<file path="src/rtl/ipsl_ddrphy_update_exec_if.sv">
// ipsl_ddrphy_update_exec_if: update-request, DFI handshake and delay-line signals of the update executor.
interface ipsl_ddrphy_update_exec_if;
  logic       update_start;
  logic [1:0] ddrphy_update_type;
  logic [1:0] ddrphy_update_comp_val_l;
  logic       ddrphy_update_comp_dir_l;
  logic [1:0] ddrphy_update_comp_val_h;
  logic       ddrphy_update_comp_dir_h;
  logic       dfi_phyupd_ack;
  logic       dfi_phyupd_req;
  logic       dll_update_n;
  logic [7:0] dqs_gate_dly_l;
  logic [7:0] dqs_gate_dly_h;
  logic       dly_load;
  logic       ddrphy_update_done;
  logic       update_busy;
  logic       timeout_err;
  modport master (
    output update_start, ddrphy_update_type, ddrphy_update_comp_val_l, ddrphy_update_comp_dir_l,
           ddrphy_update_comp_val_h, ddrphy_update_comp_dir_h, dfi_phyupd_ack,
    input  dfi_phyupd_req, dll_update_n, dqs_gate_dly_l, dqs_gate_dly_h, dly_load,
           ddrphy_update_done, update_busy, timeout_err
  );
  modport slave (
    input  update_start, ddrphy_update_type, ddrphy_update_comp_val_l, ddrphy_update_comp_dir_l,
           ddrphy_update_comp_val_h, ddrphy_update_comp_dir_h, dfi_phyupd_ack,
    output dfi_phyupd_req, dll_update_n, dqs_gate_dly_l, dqs_gate_dly_h, dly_load,
           ddrphy_update_done, update_busy, timeout_err
  );
endinterface

</file>
<file path="src/rtl/ipsl_ddrphy_update_exec.sv">
// ipsl_ddrphy_update_exec: DFI PHY-update sequencer applying DLL pulse, DQS gate compensation or reload.
// Define IPSL_DDRPHY_UPD_TIMEOUT_EN to abandon REQ after ACK_TIMEOUT cycles without ack.
module ipsl_ddrphy_update_exec #(
  parameter string      DATA_WIDTH    = "16BIT",
  parameter int         DLL_PULSE_CYC = 4,
  parameter int         SETTLE_CYC    = 16,
  parameter int         ACK_TIMEOUT   = 255,
  parameter logic [7:0] INIT_DLY      = 8'd32
) (
  input logic rclk,
  input logic rst,
  ipsl_ddrphy_update_exec_if.slave u
);
  localparam logic [2:0] IDLE = 3'd0, REQ = 3'd1, EXEC = 3'd2, SETTLE = 3'd3, DONE = 3'd4;
  localparam logic [7:0] PULSE_LAST  = 8'(DLL_PULSE_CYC - 1);
  localparam logic [7:0] SETTLE_LAST = 8'(SETTLE_CYC - 1);
  localparam bit HI = DATA_WIDTH == "16BIT";
  logic [2:0] state_q, state_d;
  logic [7:0] cnt_q, cnt_d, dly_l_q, dly_h_q;
  logic [1:0] type_q, vl_q, vh_q;
  logic       start_q, dl_q, dh_q, trig, exec_end, ack_to;
  function automatic logic [7:0] step(input logic [7:0] d, input logic [1:0] v, input logic up);
    logic [8:0] s;
    s = up ? {1'b0, d} + {7'b0, v} : {1'b0, d} - {7'b0, v};
    return s[8] ? (up ? 8'hff : 8'h00) : s[7:0];
  endfunction
  assign trig     = u.update_start & ~start_q & (state_q == IDLE);
  assign exec_end = (type_q != 2'b00) || (cnt_q == PULSE_LAST);
  always_comb begin
    state_d = (state_q == IDLE)   ? (trig ? REQ : IDLE)
            : (state_q == REQ)    ? (u.dfi_phyupd_ack ? EXEC : ack_to ? DONE : REQ)
            : (state_q == EXEC)   ? (exec_end ? SETTLE : EXEC)
            : (state_q == SETTLE) ? ((cnt_q == SETTLE_LAST) ? DONE : SETTLE)
            : IDLE;
    cnt_d = (state_d != state_q) ? 8'd0 : cnt_q + 8'd1;
  end
  always_ff @(posedge rclk or posedge rst)
    if (rst) begin
      state_q <= IDLE;
      cnt_q   <= 8'd0;
      start_q <= 1'b0;
      type_q  <= 2'b11;
      vl_q    <= 2'b00;
      vh_q    <= 2'b00;
      dl_q    <= 1'b0;
      dh_q    <= 1'b0;
      dly_l_q <= INIT_DLY;
      dly_h_q <= INIT_DLY;
    end else begin
      state_q <= state_d;
      cnt_q   <= cnt_d;
      start_q <= u.update_start;
      if (trig) begin
        type_q <= u.ddrphy_update_type;
        vl_q   <= u.ddrphy_update_comp_val_l;
        vh_q   <= u.ddrphy_update_comp_val_h;
        dl_q   <= u.ddrphy_update_comp_dir_l;
        dh_q   <= u.ddrphy_update_comp_dir_h;
      end
      // new delays land on the REQ->EXEC edge so they are visible in the first EXEC cycle
      if (state_q == REQ && u.dfi_phyupd_ack && type_q == 2'b01) begin
        dly_l_q <= step(dly_l_q, vl_q, dl_q);
        if (HI) dly_h_q <= step(dly_h_q, vh_q, dh_q);
      end
    end
`ifdef IPSL_DDRPHY_UPD_TIMEOUT_EN
  logic [7:0] req_cnt_q;
  logic       terr_q;
  assign ack_to = (state_q == REQ) && !u.dfi_phyupd_ack && (req_cnt_q == 8'(ACK_TIMEOUT - 1));
  always_ff @(posedge rclk or posedge rst)
    if (rst) begin
      req_cnt_q <= 8'd0;
      terr_q    <= 1'b0;
    end else begin
      req_cnt_q <= (state_q == REQ) ? req_cnt_q + 8'd1 : 8'd0;
      if (ack_to) terr_q <= 1'b1;
    end
  assign u.timeout_err = terr_q;
`else
  assign ack_to        = 1'b0;
  assign u.timeout_err = 1'b0;
`endif
  assign u.dfi_phyupd_req     = (state_q == REQ) || (state_q == EXEC) || (state_q == SETTLE);
  assign u.dll_update_n       = !((state_q == EXEC) && (type_q == 2'b00));
  assign u.dly_load           = (state_q == EXEC) && (type_q[1] ^ type_q[0]);
  assign u.ddrphy_update_done = state_q == DONE;
  assign u.update_busy        = state_q != IDLE;
  assign u.dqs_gate_dly_l     = dly_l_q;
  assign u.dqs_gate_dly_h     = dly_h_q;
endmodule

</file>
<file path="src/flat_wrapper.sv">
// flat-port wrapper written by rule: the top's interface ports become plain ports
module ipsl_ddrphy_update_exec_flat 
#(
  parameter string      DATA_WIDTH    = "     ",
  parameter int         DLL_PULSE_CYC = 4,
  parameter int         SETTLE_CYC    = 16,
  parameter int         ACK_TIMEOUT   = 255,
  parameter logic [7:0] INIT_DLY      = 8'd32
)
  (rclk, rst, u_update_start, u_ddrphy_update_type, u_ddrphy_update_comp_val_l, u_ddrphy_update_comp_dir_l, u_ddrphy_update_comp_val_h, u_ddrphy_update_comp_dir_h, u_dfi_phyupd_ack, u_dfi_phyupd_req, u_dll_update_n, u_dqs_gate_dly_l, u_dqs_gate_dly_h, u_dly_load, u_ddrphy_update_done, u_update_busy, u_timeout_err);
  ipsl_ddrphy_update_exec_if u_i ();
  input logic rclk;
  input logic rst;
  input wire logic [$bits(u_i.update_start)-1:0] u_update_start;
  input wire logic [$bits(u_i.ddrphy_update_type)-1:0] u_ddrphy_update_type;
  input wire logic [$bits(u_i.ddrphy_update_comp_val_l)-1:0] u_ddrphy_update_comp_val_l;
  input wire logic [$bits(u_i.ddrphy_update_comp_dir_l)-1:0] u_ddrphy_update_comp_dir_l;
  input wire logic [$bits(u_i.ddrphy_update_comp_val_h)-1:0] u_ddrphy_update_comp_val_h;
  input wire logic [$bits(u_i.ddrphy_update_comp_dir_h)-1:0] u_ddrphy_update_comp_dir_h;
  input wire logic [$bits(u_i.dfi_phyupd_ack)-1:0] u_dfi_phyupd_ack;
  output wire logic [$bits(u_i.dfi_phyupd_req)-1:0] u_dfi_phyupd_req;
  output wire logic [$bits(u_i.dll_update_n)-1:0] u_dll_update_n;
  output wire logic [$bits(u_i.dqs_gate_dly_l)-1:0] u_dqs_gate_dly_l;
  output wire logic [$bits(u_i.dqs_gate_dly_h)-1:0] u_dqs_gate_dly_h;
  output wire logic [$bits(u_i.dly_load)-1:0] u_dly_load;
  output wire logic [$bits(u_i.ddrphy_update_done)-1:0] u_ddrphy_update_done;
  output wire logic [$bits(u_i.update_busy)-1:0] u_update_busy;
  output wire logic [$bits(u_i.timeout_err)-1:0] u_timeout_err;
  assign u_i.update_start = u_update_start;
  assign u_i.ddrphy_update_type = u_ddrphy_update_type;
  assign u_i.ddrphy_update_comp_val_l = u_ddrphy_update_comp_val_l;
  assign u_i.ddrphy_update_comp_dir_l = u_ddrphy_update_comp_dir_l;
  assign u_i.ddrphy_update_comp_val_h = u_ddrphy_update_comp_val_h;
  assign u_i.ddrphy_update_comp_dir_h = u_ddrphy_update_comp_dir_h;
  assign u_i.dfi_phyupd_ack = u_dfi_phyupd_ack;
  assign u_dfi_phyupd_req = u_i.dfi_phyupd_req;
  assign u_dll_update_n = u_i.dll_update_n;
  assign u_dqs_gate_dly_l = u_i.dqs_gate_dly_l;
  assign u_dqs_gate_dly_h = u_i.dqs_gate_dly_h;
  assign u_dly_load = u_i.dly_load;
  assign u_ddrphy_update_done = u_i.ddrphy_update_done;
  assign u_update_busy = u_i.update_busy;
  assign u_timeout_err = u_i.timeout_err;
  ipsl_ddrphy_update_exec #(.DATA_WIDTH(DATA_WIDTH), .DLL_PULSE_CYC(DLL_PULSE_CYC), .SETTLE_CYC(SETTLE_CYC), .ACK_TIMEOUT(ACK_TIMEOUT), .INIT_DLY(INIT_DLY)) u_core (.rclk(rclk), .rst(rst), .u(u_i));
endmodule
</file>
<file path="config.mk">
export PLATFORM = sky130hd
export DESIGN_NAME = ipsl_ddrphy_update_exec_flat
export DESIGN_NICKNAME = d
export VERILOG_FILES = /design/src/rtl/ipsl_ddrphy_update_exec_if.sv /design/src/rtl/ipsl_ddrphy_update_exec.sv /design/src/flat_wrapper.sv
export SDC_FILE = /design/constraint.sdc
export NUM_CORES = 1
export LEC_CHECK = 0
export CORE_MARGIN = 2
export CORE_UTILIZATION = 46
export CTS_CLUSTER_SIZE = 25
export DETAILED_ROUTE_END_ITERATION = 6
export PLACE_DENSITY = 0.76
export SYNTH_ARGS = -nofsm -noshare
export SYNTH_HDL_FRONTEND = slang
export SYNTH_SLANG_ARGS = --single-unit
</file>
<file path="constraint.sdc">
create_clock -name rclk -period 2.12 [get_ports rclk]
set_input_delay 0.424 -clock rclk [delete_from_list [all_inputs] [get_ports rclk]]
set_output_delay 0.424 -clock rclk [all_outputs]
set_load 0.005 [all_outputs]
</file>
After elaboration in Yosys (flattened, before gate mapping)
Index checks and enable logic that the tools add are counted.
- $add $sub $neg: 3
- equality and inequality tests: 8
- muxes and demuxes: 12
- bitwise gates (word level): 4
- reduce and logical (&&, ||, !) cells: 12
- operators by type and width (cell ; count):
    2-to-1 mux 8 bit ; 3
    2-to-1 mux 3 bit ; 5
    adder 8 x 2 -> 9 bit ; 1
    2-to-1 mux 9 bit ; 1
    subtractor 8 x 2 -> 9 bit ; 1
    adder 8 x 1 -> 8 bit (second input constant) ; 1
    equality test 8 x 2 -> 1 bit (second input constant) ; 1
    equality test 8 x 4 -> 1 bit (second input constant) ; 1
    equality test 3 x 2 -> 1 bit (second input constant) ; 2
    logical AND 1 bit ; 4
    equality test 3 x 1 -> 1 bit (second input constant) ; 1
    equality test 3 bit (second input constant) ; 1
    zero test 3 bit ; 1
    logical OR 1 bit ; 3
    inequality test 3 bit ; 1
    nonzero test 3 bit ; 1
    AND 1 bit ; 2
    equality test 2 x 1 -> 1 bit (second input constant) ; 1
    zero test 2 bit ; 1
    2-to-1 mux 1 bit ; 2
    2-to-1 mux 2 bit ; 1
    nonzero test 2 bit ; 1
    zero test 1 bit ; 1
    inverter 1 bit ; 1
    bitwise XOR 1 bit ; 1
- register bits after elaboration: 25
- input bits: 12
- logic and storage cells: 46

Longest topological paths before layout
- word-level depth: 8
- mapped depth: 10
- mapped depth without buffers: 9

Worst setup path before layout
OpenSTA, ideal clock, no wires.
- path type: register -> register
- start: register u_core.vl_q[0]
- end: register u_core.dly_l_q[5] (netlist: u_core.u.dqs_gate_dly_l[5])
- setup time: 0.094 ns
- arrival: 2.248 ns
- data required time: 2.026 ns
- setup slack: -0.222 ns
- cell stages (with the launch flop): 10
- path through: dfrtp_1 -> inv_1 -> ha_1 -> mux2_2 -> ha_1 -> a21o_1 -> or3_4 -> o32ai_4 -> a21oi_1 -> a311oi_1
- word-level cells in the longest chain between the ends: 3
- elaborated cells between the ends (all ways): 4
- those cells by class: add/sub: 2; mux: 2
- RTL lines (item ; line ; RTL):
    start, declared ; ipsl_ddrphy_update_exec.sv:20 ; logic [1:0] type_q, vl_q, vh_q;
    start signal, assigned ; ipsl_ddrphy_update_exec.sv:55 ; vl_q <= u.ddrphy_update_comp_val_l;
    subtractor 8 x 2 -> 9 bit / adder 8 x 2 -> 9 bit (equally long branches) ; ipsl_ddrphy_update_exec.sv:24 ; s = up ? {1'b0, d} + {7'b0, v} : {1'b0, d} - {7'b0, v};
    2-to-1 mux 9 bit (*) ; ipsl_ddrphy_update_exec.sv:24 ;
    2-to-1 mux 8 bit (*) ; ipsl_ddrphy_update_exec.sv:25 ; return s[8] ? (up ? 8'hff : 8'h00) : s[7:0];
    end signal, assigned ; ipsl_ddrphy_update_exec.sv:62 ; dly_l_q <= step(dly_l_q, vl_q, dl_q);
    end, declared ; ipsl_ddrphy_update_exec.sv:19 ; logic [7:0] cnt_q, cnt_d, dly_l_q, dly_h_q;
Mark *: on every way between the ends. The rest lies on a longest branch, timed or not.
A chain may end at the register's enable or synchronous reset.

Worst setup path in the final report
Ends and elaborated chain as after synthesis.

==> summary.txt <==
Critical path
  – Worst EP arrival: 2.71 ns
  – Crit. End Element: register
  – Worst Path Max Fanout: 3
  – CP Class: reg -> reg
  – Startpoint types: register
  – Critical path data required time: 2.37 ns

Layout
  – Nets: 234
  – Area of the multi-input gates: 1090 µm²
  – Layout cells sized above 1: 0.332
  – Non-Filler Instances: 260
  – Antenna cells: 0
  – Register Area: 629 µm²
  – Final Core Density: 0.658
  – Synth-to-Final Area Change: 36.1%
  – Most frequent cells in the layout: 24 x nor2_1, 22 x dfrtp_1, 18 x clkdlybuf4s50_1, 18 x buf_4, 9 x conb_1
  – Most common cell after layout, fill and taps aside: nor2_1
  – FILL cells: 279

Logic synthesis
  – Post-synth EDFFs: 0
  – Synth Area per Inst: 9.26 µm²
  – Syn Std Cell Area: 1640 µm²
  – Async set-reset flop share out of synthesis: 1.00
  – Yosys warns: 8
  – Distinct cells, synth: 49
  – FF+latch count, synth: 25
  – Seq/Total Area, Yosys: 0.384
  – Post-Syn Instances: 177
  – Ys flop type: dfrtp_1

Timing
  – Tightest Pin Transition: 0.576 ns
  – Post-route clock period utilization: 1.16
  – Clock Skew: 0.00611 ns
  – Final worst slack: -0.333 ns
  – Fmax: 408 MHz
  – Max-slew headroom: 0.615
  – Slew Viols, Final: 0
  – Final setup vio count: 8
  – Unrepaired setup endpoints after global routing: yes
  – Post-layout minimum cycle time: 2.45 ns
  – Final Hold Fails: 0

Routing
  – Starting DRT DRC Count: 77
  – DRT Wirelength: 4.26 mm
  – Vias per cell: 5.72
  – DR vias: 1486
  – Post-route ant nets: 0
  – Mean routed wirelength per cell: 16.4 µm
  – DRC viols: 0
  – First-pass DRT Iterations: 4

Power and ir drop
  – Leakage: 0.967 nW
  – Max VDD drop: 0.558 mV
  – PwrDens: 1170 nW/µm²

Status
  – Failing checks: setup timing
  – Outcome: finished with violations

Global routing
  – First-pass GRT wire length: 7.04 mm
  – Initial antenna violation count: 0
  – Global Route Usage Sum: 0.221
  – Vias in the first global route: 1535
  – Largest net degree at the start of global routing: 26
  – Total grt overflow: 0

Clock tree
  – Clk buf depth: 2
  – Clk root buf: clkbuf_4
  – Clock sinks: 25
  – Post-CTS Hold Buffers: 0
  – H-tree levels: 1
  – Clock-pin slew on the worst setup and hold paths: 0.14 ns
  – Skew-Pair Late Insertion Delay: 0.33 ns
  – CTS tree: done
  – Cts bufs inserted: 3

Floorplanning
  – Die footprint: 4060 µm²
  – I/O pin cnt: 34
  – Die H: 63.7 µm
  – Initial Util: 0.484
  – # rows: 21
  – Core area: 3390 µm²
  – Die width: 63.7 µm

Placed design
  – Setup WS pre-CTS: -0.249 ns
  – Routability cong.: 0.853
  – PortBufs: 21
  – Hpwl dp: 2.66 mm
  – Cell Count Post-Placement: 249

Job
  – Max Cap Viol: 0

Worst hold path
  – Hold Path Class: in -> async
## per-stage QoR
| stage | total power, mW | hold WS [ns] | setup TNS [ns] | area, µm² |
|---|---|---|---|---|
| after global placement | 1.93 | 0.444 | -1.06 | 1970 |
| after detailed placement | 2.00 | 0.458 | -1.51 | 1970 |
| final | 2.61 | 0.425 | -1.90 | 2230 |
| after floorplan | 1.59 | 0.433 | -0.345 | 1720 |
| after CTS | 2.46 | 0.439 | -1.21 | 2160 |
| after global routing | 2.79 | 0.454 | -2.46 | 2230 |
## layer usage
| metal | global-route usage | part of all wire |
|---|---|---|
| met1 | 0.251 | 0.40 |
| met2 | 0.395 | 0.51 |
| met3 | 0.0250 | 0.044 |
| met4 | 0.130 | 0.042 |
| met5 | 0 | 0 |
## report_power, final
| group | switching (mW) | leakage (nW) | internal, mW |
|---|---|---|---|
| Combinational | 0.780 | 0.635 | 0.816 |
| Sequential | 0.170 | 0.314 | 0.619 |
| Clock | 0.153 | 0.0177 | 0.0710 |
| Total | 1.10 | 0.967 | 1.51 |
## worst max-delay path, stage by stage (launching register included)
cell      delay [ns]
dfrtp_1         0.39
inv_1           0.05
ha_1            0.28
mux2_4          0.30
ha_4            0.21
a21o_1          0.17
or3_4           0.37
o32ai_4         0.25
a21oi_2         0.09
a311oi_2        0.25
## layout make-up
| cell class | count | share of cell area |
|---|---|---|
| multi-input combinational | 134 | 0.487 |
| timing repair buffer | 44 | 0.181 |
| tap | 46 | 0.0258 |
| clock inverter | 1 | 0.00224 |
| inverter | 7 | 0.0118 |
| sequential | 25 | 0.282 |
| clock buffer | 3 | 0.0101 |
## final timing paths
check	end	slack, ns	from	cells after the start
max	u_core.u.dqs_gate_dly_l[5]	-0.33	u_core.vl_q[0]	9
min	u_core.u.dqs_gate_dly_l[3]	0.43	rst	3
min in group rclk	u_core.cnt_q[0]	0.47	u_core.cnt_q[0]	1
max in group asynchronous	u_core.type_q[1]	1.40	rst	3
max reg2reg	u_core.u.dqs_gate_dly_l[5]	-0.33	u_core.vl_q[0]	9
min reg2reg	u_core.cnt_q[0]	0.47	u_core.cnt_q[0]	1
## sequential cells by signal, indices dropped and copies added (netlist names)
name and count:
u_core.state_q 3, u_core.u.dqs_gate_dly_l 8, u_core.vl_q 2, u_core.type_q 2
u_core.cnt_q 8, u_core.dl_q 1, u_core.start_q 1
## kinds of logic (layout without fill, tap and decap cells)
kind of cell / after synthesis / count (layout) / share of synthesized area
xor gates and xnor gates: 6 / 6 / 0.0321
buffers and inverters: 26 / 55 / 0.0916
adders and majority gates: 7 / 7 / 0.0580
AOI/OAI and AO/OA: 33 / 33 / 0.163
muxes: 6 / 6 / 0.0412
DFF: 25 / 25 / 0.384
and+or+nand+nor: 73 / 73 / 0.228
other: 1 / 9 / 0.00229
## synthesized netlist by cell type (2+ instances only)
cell type / number / area, µm²
mux2_2: 6 / 67.6
buf_6: 2 / 22.5
dfrtp_1: 22 / 551
a31o_2: 2 / 17.5
nor2b_1: 4 / 25.0
a21o_1: 2 / 15.0
xor2_1: 2 / 17.5
nand3_1: 6 / 30.0
nor2_1: 28 / 105
nand2_1: 7 / 26.3
and3_1: 6 / 37.5
nor3b_1: 2 / 15.0
nand4_1: 2 / 12.5
inv_1: 7 / 26.3
nor3_1: 5 / 25.0
clkbuf_1: 5 / 18.8
o31ai_1: 2 / 15.0
o32ai_1: 3 / 26.3
or4_1: 2 / 15.0
buf_2: 2 / 10.0
a311oi_1: 2 / 17.5
a21oi_1: 9 / 45.0
dfstp_2: 3 / 78.8
and2_1: 3 / 18.8
buf_4: 9 / 67.6
nor4_1: 2 / 12.5
xnor2_1: 4 / 35.0
o21ai_0: 2 / 10.0
ha_1: 6 / 75.1
## what timing repair did
| item | 4_1_cts | 5_1_grt |
|---|---|---|
| gates resized for setup | 29 | 14 |
| cloned | 1 | 0 |
| setup endpoints to repair | 10 | 10 |
| pin swaps | 17 | 9 |
| buffers inserted | 4 | 3 |
(Power assumes the default switching activity.)
